### src/rtl/updi_pkg.sv
// Shared types and constants for the UPDI start controller.
// State encoding, retry counter width and counter sizing helper.
package updi_pkg;

    localparam int RC_W = 4;

    typedef enum logic [2:0] {
        S_IDLE,
        S_LAUNCH,
        S_WAIT_ACK,
        S_RUN,
        S_BACKOFF,
        S_DONE,
        S_FAIL
    } state_e;

    function automatic int cnt_w(input int n);
        return (n > 1) ? $clog2(n) : 1;
    endfunction

endpackage

### src/rtl/updi_debounce.sv
// Start button synchronizer and debouncer.
// Emits the debounced level and a one-cycle rise pulse.
module updi_debounce
    import updi_pkg::*;
#(
    parameter int DEBOUNCE_CLKS = 1000000
) (
    input  logic clk,
    input  logic rst_n,
    input  logic btn,
    output logic level,
    output logic rise
);

    localparam int DW = cnt_w(DEBOUNCE_CLKS);

    logic          sync1_q;
    logic          sync2_q;
    logic          level_q;
    logic          level_d;
    logic          rise_q;
    logic          rise_d;
    logic [DW-1:0] cnt_q;
    logic [DW-1:0] cnt_d;

    always_comb begin
        level_d = level_q;
        cnt_d   = '0;
        if (sync2_q != level_q) begin
            if (cnt_q == DW'(DEBOUNCE_CLKS - 1)) begin
                level_d = sync2_q;
            end else begin
                cnt_d = cnt_q + DW'(1);
            end
        end
        rise_d = level_d & ~level_q;
    end

    always_ff @(posedge clk or negedge rst_n) begin
        if (!rst_n) begin
            sync1_q <= 1'b0;
            sync2_q <= 1'b0;
            level_q <= 1'b0;
            rise_q  <= 1'b0;
            cnt_q   <= '0;
        end else begin
            sync1_q <= btn;
            sync2_q <= sync1_q;
            level_q <= level_d;
            rise_q  <= rise_d;
            cnt_q   <= cnt_d;
        end
    end

    assign level = level_q;
    assign rise  = rise_q;

endmodule

### src/rtl/updi_start_ctrl.sv
// Launches the UPDI programmer from a button press and
// retries failed attempts with a back-off delay.
module updi_start_ctrl
    import updi_pkg::*;
#(
    parameter int DEBOUNCE_CLKS    = 1000000,
    parameter int ACK_TIMEOUT_CLKS = 16,
    parameter int RETRY_DELAY_CLKS = 10000000,
    parameter int MAX_RETRIES      = 3
) (
    input  logic            clk,
    input  logic            rst_n,
    input  logic            start_btn,
    input  logic            busy,
    input  logic            error,
    output logic            start,
    output logic [RC_W-1:0] retry_count,
    output logic            done,
    output logic            failed
);

    localparam int CMAX = (ACK_TIMEOUT_CLKS > RETRY_DELAY_CLKS)
                        ? ACK_TIMEOUT_CLKS : RETRY_DELAY_CLKS;
    localparam int CW   = cnt_w(CMAX);

    state_e          state_q;
    state_e          state_d;
    logic [CW-1:0]   cnt_q;
    logic [CW-1:0]   cnt_d;
    logic [RC_W-1:0] rc_q;
    logic [RC_W-1:0] rc_d;
    logic            done_q;
    logic            done_d;
    logic            failed_q;
    logic            failed_d;
    logic            btn_level;
    logic            btn_rise;
    logic            press;
    logic            fail_att;

    updi_debounce #(
        .DEBOUNCE_CLKS(DEBOUNCE_CLKS)
    ) u_deb (
        .clk  (clk),
        .rst_n(rst_n),
        .btn  (start_btn),
        .level(btn_level),
        .rise (btn_rise)
    );

    assign press = btn_rise & btn_level;

    always_comb begin
        state_d  = state_q;
        cnt_d    = cnt_q;
        rc_d     = rc_q;
        done_d   = done_q;
        failed_d = failed_q;
        fail_att = 1'b0;
        unique case (state_q)
            S_IDLE, S_DONE, S_FAIL: begin
                if (press) begin
                    state_d  = S_LAUNCH;
                    rc_d     = '0;
                    done_d   = 1'b0;
                    failed_d = 1'b0;
                end
            end
            S_LAUNCH: begin
                state_d = S_WAIT_ACK;
                cnt_d   = CW'(ACK_TIMEOUT_CLKS - 1);
            end
            S_WAIT_ACK: begin
                if (error || (!busy && cnt_q == '0)) begin
                    fail_att = 1'b1;
                end else if (busy) begin
                    state_d = S_RUN;
                end else begin
                    cnt_d = cnt_q - CW'(1);
                end
            end
            S_RUN: begin
                if (error) begin
                    fail_att = 1'b1;
                end else if (!busy) begin
                    state_d = S_DONE;
                    done_d  = 1'b1;
                end
            end
            S_BACKOFF: begin
                // delay keeps running under error; only the exit waits
                if (cnt_q != '0) begin
                    cnt_d = cnt_q - CW'(1);
                end else if (!error) begin
                    state_d = S_LAUNCH;
                end
            end
            default: state_d = S_IDLE;
        endcase
        if (fail_att) begin
            if (rc_q == RC_W'(MAX_RETRIES)) begin
                state_d  = S_FAIL;
                failed_d = 1'b1;
            end else begin
                state_d = S_BACKOFF;
                rc_d    = rc_q + RC_W'(1);
                cnt_d   = CW'(RETRY_DELAY_CLKS - 1);
            end
        end
    end

    always_ff @(posedge clk or negedge rst_n) begin
        if (!rst_n) begin
            state_q  <= S_IDLE;
            cnt_q    <= '0;
            rc_q     <= '0;
            done_q   <= 1'b0;
            failed_q <= 1'b0;
        end else begin
            state_q  <= state_d;
            cnt_q    <= cnt_d;
            rc_q     <= rc_d;
            done_q   <= done_d;
            failed_q <= failed_d;
        end
    end

    assign start       = (state_q == S_LAUNCH);
    assign retry_count = rc_q;
    assign done        = done_q;
    assign failed      = failed_q;

endmodule

### config.mk
export PLATFORM = sky130hd
export DESIGN_NAME = updi_start_ctrl
export DESIGN_NICKNAME = d
export VERILOG_FILES = /design/src/rtl/updi_pkg.sv /design/src/rtl/updi_debounce.sv /design/src/rtl/updi_start_ctrl.sv
export SDC_FILE = /design/constraint.sdc
export NUM_CORES = 1
export LEC_CHECK = 0
export CAP_MARGIN = 25
export CORE_AREA = 2 2 96 98
export CTS_CLUSTER_SIZE = 12
export DETAILED_ROUTE_END_ITERATION = 16
export DIE_AREA = 0 0 98 100
export DONT_BUFFER_PORTS = 1
export GPL_ROUTABILITY_DRIVEN = 0
export RECOVER_POWER = 25
export SLEW_MARGIN = 15
export SYNTH_ARGS = -nofsm -noshare
export SYNTH_HDL_FRONTEND = slang
export SYNTH_SLANG_ARGS = --single-unit
### constraint.sdc
create_clock -name clk -period 2.4 [get_ports clk]
set_clock_uncertainty 0.15 [all_clocks]
set_input_delay 0.24 -clock clk [delete_from_list [all_inputs] [get_ports clk]]
set_output_delay 0.24 -clock clk [all_outputs]
set_load 0.02 [all_outputs]
* Yosys cells after proc, flatten, opt, wreduce, memory -nomap -nowiden *
Cells that the tools add are included.

cells by class
  add/subtract/negate cells = 3
  equality and inequality tests = 19
  muxes and demuxes = 35
  bitwise operators = 3
  reductions and logical operators = 10

operators with widths
  cell                                                  number
  two-way mux 24 bit                                    5
  case mux 24 bit (3 select lines)                      1
  two-way mux 20 bit                                    2
  logical NOT 24 bit                                    1
  two-way mux 3 bit                                     8
  nonzero test 24 bit                                   1
  subtractor 24 x 1 -> 24 bit (second input constant)   1
  != test 3 bit (second input constant)                 7
  adder 20 x 1 -> 20 bit (second input constant)        1
  equality test 20 bit (second input constant)          1
  two-way mux 4 bit                                     4
  case mux 3 bit (5 select lines)                       1
  two-way mux 1 bit                                     11
  equality test 3 bit (second input constant)           3
  AND reduction 7 bit                                   1
  equality test 3 x 2 -> 1 bit (second input constant)  2
  != test 2 bit (second input constant)                 3
  adder 4 x 1 -> 4 bit (second input constant)          1
  equality test 4 x 2 -> 1 bit (second input constant)  1
  case mux 1 bit (2 select lines)                       2
  AND reduction 4 bit                                   1
  equality test 3 x 1 -> 1 bit (second input constant)  1
  logical NOT 3 bit                                     1
  OR reduction 3 bit                                    1
  other kinds (8)                                       9

word-level totals
  register bits after elaboration = 57
  input bits = 5
  output and inout bits = 7
  word-level logic and storage cells = 80

* Longest topological paths before layout *
  depth after elaboration = 7
  depth in mapped cells = 9
  depth with buffers taken out = 7

* By module *
A second synthesis with hierarchy kept.

unflattened totals
  cells, all modules = 378
  area total of the unflattened synthesis = 3,452.1 µm²

by module, submodules not included
  module           instances  cells each  area each (µm²)  sequential area each (µm²)
  updi_start_ctrl  1          262         2,316.0          825.8
  updi_debounce    1          116         1,136.1          600.6

* Worst setup path after synthesis *
Ideal clock, no wire load.

  path type = register -> register
  start point = register cnt_q[0]
  end point = register rc_q[3] (netlist: retry_count[3])
  setup time = 0.079 ns
  arrival = 1.992 ns
  required time = 2.171 ns
  setup slack = 0.179 ns
  cell stages (with the launch flop) = 9
  buffers on the path = 1
  clock period less this slack = 2.221 ns
  cell sequence = dfrtp_1 inv_1 ha_1 nor3b_2 and4_1 buf_4 a32oi_2 or3_1 mux2i_1

on the way
  word-level cells in the longest chain between the ends = 6

ends and longest elaborated chain
  item                             RTL line                text
  from (decl)                      updi_start_ctrl.sv:28   logic [CW-1:0] cnt_q;
  from (signal assigned)           updi_start_ctrl.sv:121  cnt_q <= cnt_d;
  logical NOT 24 bit               updi_start_ctrl.sv:74   if (error || (!busy && cnt_q == '0)) begin
  logical AND 1 bit                updi_start_ctrl.sv:74
  logical OR 1 bit                 updi_start_ctrl.sv:74
  two-way mux 1 bit                updi_start_ctrl.sv:74
  case mux 1 bit (2 select lines)  updi_start_ctrl.sv:60   unique case (state_q)
  two-way mux 4 bit                updi_start_ctrl.sv:100  if (fail_att) begin
  via rc_d[3]                      updi_start_ctrl.sv:31   logic [RC_W-1:0] rc_d;
  to (signal assigned)             updi_start_ctrl.sv:122  rc_q <= rc_d;
  to (decl)                        updi_start_ctrl.sv:30   logic [RC_W-1:0] rc_q;

The timed path passes the listed nets, and every way through them passes these cells.
A chain may end at the register's enable or synchronous reset.

* Final worst setup path *
  start point = register state_q[0]
  end point = register cnt_q[20]

on the way
  word-level cells in the longest chain between the ends = 4
  elaborated cells between the ends (all ways) = 8
  those cells by class = 4 x eq/ne; 4 x mux

ends and longest elaborated chain
  item                                               RTL line                text
  from (decl)                                        updi_start_ctrl.sv:26   state_e state_q;
  from (signal assigned)                             updi_start_ctrl.sv:120  state_q <= state_d;
  equality test 3 bit, or another cell as far along  updi_start_ctrl.sv:60
  case mux 24 bit (3 select lines)                   updi_start_ctrl.sv:60
  two-way mux 24 bit                                 updi_start_ctrl.sv:101  if (rc_q == RC_W'(MAX_RETRIES)) begin
  two-way mux 24 bit (*)                             updi_start_ctrl.sv:100
  via cnt_d[20]                                      updi_start_ctrl.sv:29   logic [CW-1:0] cnt_d;

Mark *: on every way through the listed nets, which the timed path passes. The rest lies on a longest branch.

==> flow_metrics.tcl <==
set metrics [dict create \
    synthDominantCellAreaShare_pct 41.9 \
    cts_tree "yes" \
    combPwrFrac_pct 48.6 \
    antenna_found_initial 0 \
    fin_nets 417 \
    cts_root_buf "clkbuf_8" \
    maxCapViolations 0 \
    worstMarginPinSlew_ps 1430 \
    postCtsSetupBuffers 0 \
    intPower_mw 2.75 \
    layout_common_cells "56 x dfrtp_1, 50 x buf_4, 40 x nor2_1" \
    clockPowerShare_pct 21.7 \
    path_cells "or4b_4, a21oi_4, o32ai_4, buf_4, o41ai_1, o211ai_1" \
    rsz0062_at_grt "true" \
    p_per_area_mw_per_mm2 1150 \
    fin_crit_ps 2300 \
    synth_fp_nets 368 \
    core_area_mm2 0.00889 \
    fp.dieW_um 98 \
    insertion_delay_ps 340 \
    ys_async_sr_fraction_pct 100 \
    seqPwrFrac_pct 29.7 \
    ios 12 \
    p_switching_mw 1.98 \
    diodes 0 \
    max_clock_freq_ghz 0.434 \
    critical_path_class "reg -> reg" \
    crit_slowest_cell "or4b_4" \
    htree_levels 3 \
    path_buf_inv 1 \
    drt_first_pass_iters 4 \
    rows 35 \
    grt_max_degree 58 \
    p_leak_nw 1.66 \
    clkTransAtPathRegs_ps 70 \
    slew-limit-headroom_pct 4.86 \
    synth_edf_count 0 \
    fin_crit_sh_pct 96.0 \
    critPathCaptureType "flop" \
    drt_drc_violations_left 0 \
    hold_viol_final 0 \
    numCtsBuffers 9 \
    finalMaxSlewViolations 0 \
    drive_gt1_share_pct 22.2 \
    cp.arrival_ps 2360 \
    clockBufferDepth 2 \
    via_per_inst 5.66 \
    synth_seq_area_share_pct 41.9 \
    cpPeakStageDelay_ps 570 \
    cp-start-kind "flop" \
    drt-initial-drc-count 135 \
    cts_sinks 57 \
    critical-path-top-delay-family "compound AO/OA/AOI/OAI gates" \
    holdWs_ps 27.0 \
    drt-wirelength-per-cell_um 15.8 \
    area_growth_pct 20.5 \
    start_util_pct 38.3 \
    grt_pass1_wl_mm 14.5 \
    antenna_left 0 \
    setup_violations 0 \
    globalRoute.totalOverflow 0 \
    fin_tns_setup_ps 0 \
    dp_hpwl_mm 5.86 \
    sw_frac_of_total_pct 41.9 \
    required_ps 2460 \
    die-area_mm2 0.00980 \
    synth_warnings 0 \
    yosys_register_bits 57 \
    die_height_um 100 \
    grt_pass1_vias 2962 \
    grt_usage_pct 18.2 \
    synth_top_area_cell "dfrtp_1" \
    synth.area.top_cells "dfrtp_1 42%, nor2_1 4.4%, o211ai_1 3.5%" \
    mostFrequentLayoutCell "dfrtp_1" \
    wirelength_mm 8.27 \
    port_buffers 0 \
    ys.flop_type "dfrtp_1" \
    synthCells 360 \
    hp-class "in -> reg" \
    synth.avg_cell_area_um2 9.45 \
    path_max_fanout 6 \
    outcome "completed" \
    netlist_area_mm2 0.00340 \
    num_vias 2969 \
    synth_cell_type_count 60 \
    vdd_drop_max_mv 0.703 \
]
power groups by stage:
| stage | clock network [mW] | logic, mW | registers, mW |
|---|---|---|---|
| 3_5_place_dp | 0 | 2.24 | 1.42 |
| 6_report | 1.03 | 2.30 | 1.41 |
| 5_1_grt | 1.09 | 2.55 | 1.45 |
| 4_1_cts | 1.06 | 2.28 | 1.40 |
| 3_3_place_gp | 0 | 2.22 | 1.41 |
| 2_1_floorplan | 0 | 1.42 | 1.43 |
state kept, by name (all words and copies together) (netlist names):
signal	flops
done	1
u_deb.sync2_q	1
state_q	3
u_deb.sync1_q	1
u_deb.rise	1
u_deb.cnt_q	20
cnt_q	24
failed	1
retry_count	4
u_deb.level	1
cell usage after synthesis, types with 3 or more instances:
cell and number:
dfrtp_1 57, nor2_1 40, nand2_1 25, nand3_1 22, o21ai_0 17, o211ai_1 16, a21oi_1 14, inv_1 13
nor3_1 12, xnor2_1 11, a31oi_1 9, xor2_1 9, o31ai_1 8, buf_2 7, or3_1 6, a211oi_1 5
and4_1 5, nand4_1 5, nor4_1 5, nor4_4 5, o311ai_0 5, or4_1 5, clkbuf_1 4, and2_1 3
and3_1 3, ha_1 3, mux2i_1 3, nand2b_1 3, o21ai_1 3
final cells by class:
| cell class | count | area, um^2 |
|---|---|---|
| fillers | 897 | 4790 |
| multi-input cells | 275 | 1860 |
| flip-flops and latches | 57 | 1430 |
| repair buffers | 53 | 400 |
| well taps | 111 | 139 |
| clock buffers | 9 | 124 |
| clock inverters | 7 | 101 |
| inverters | 13 | 48.8 |
cell families (layout without fill, tap and decap cells):
family | Yosys count | count (layout) | synth area share, %
and+or+nand+nor | 150 | 150 | 26.0
AOI/OAI and AO/OA | 98 | 98 | 20.7
adders and majority gates | 3 | 3 | 1.10
buffers and inverters | 28 | 82 | 3.90
DFF | 57 | 57 | 41.9
muxes | 4 | 4 | 1.21
xor gates and xnor gates | 20 | 20 | 5.15
final timing paths:
path,start,slack (ps),depth (start not counted),end
max,state_q[0],100,6,cnt_q[20]
min,error,30,2,failed
max reg2reg,state_q[0],100,6,cnt_q[20]
min reg2reg,u_deb.sync1_q,200,0,u_deb.sync2_q
max in group asynchronous,rst_n,510,2,state_q[1]
min in group asynchronous,rst_n,640,2,u_deb.cnt_q[10]
per-stage QoR:
stage	area, um^2	cells	setup slack, ps	util, %	power [mW]
floorplan	3400	360	179	-	2.85
global placement	3830	506	99.3	43.1	3.64
detailed placement	3830	506	2.63	43.1	3.65
CTS	4110	525	39.6	46.2	4.74
global route	4100	525	2.08	46.1	5.09
finish	4100	525	96.1	46.1	4.74
per-layer routing:
metal  up-vias  part of all wire (%)  track usage, %
met5         -                     0               0
met4         0                   1.1            6.09
met3         8                   4.2            3.83
met2        58                    48            29.2
met1      1437                    47            24.7
li1       1466                     -               -
worst reg2reg max path: cells and delay by family (launching register included):
family                 cells  cell delay, ps
AO/OA/AOI/OAI              4             850
AND/OR/NAND/NOR            1             570
buffers and inverters      1             170
flip-flops                 1             430
what timing repair did:
action | CTS | global route
endpoints found under the setup margin | 0 | 20
hold buffers | 3 | 0
endpoints found under the hold margin | 58 | 0
resized for setup | 0 | 8
Note: power is estimated with default switching activity, not from simulation.
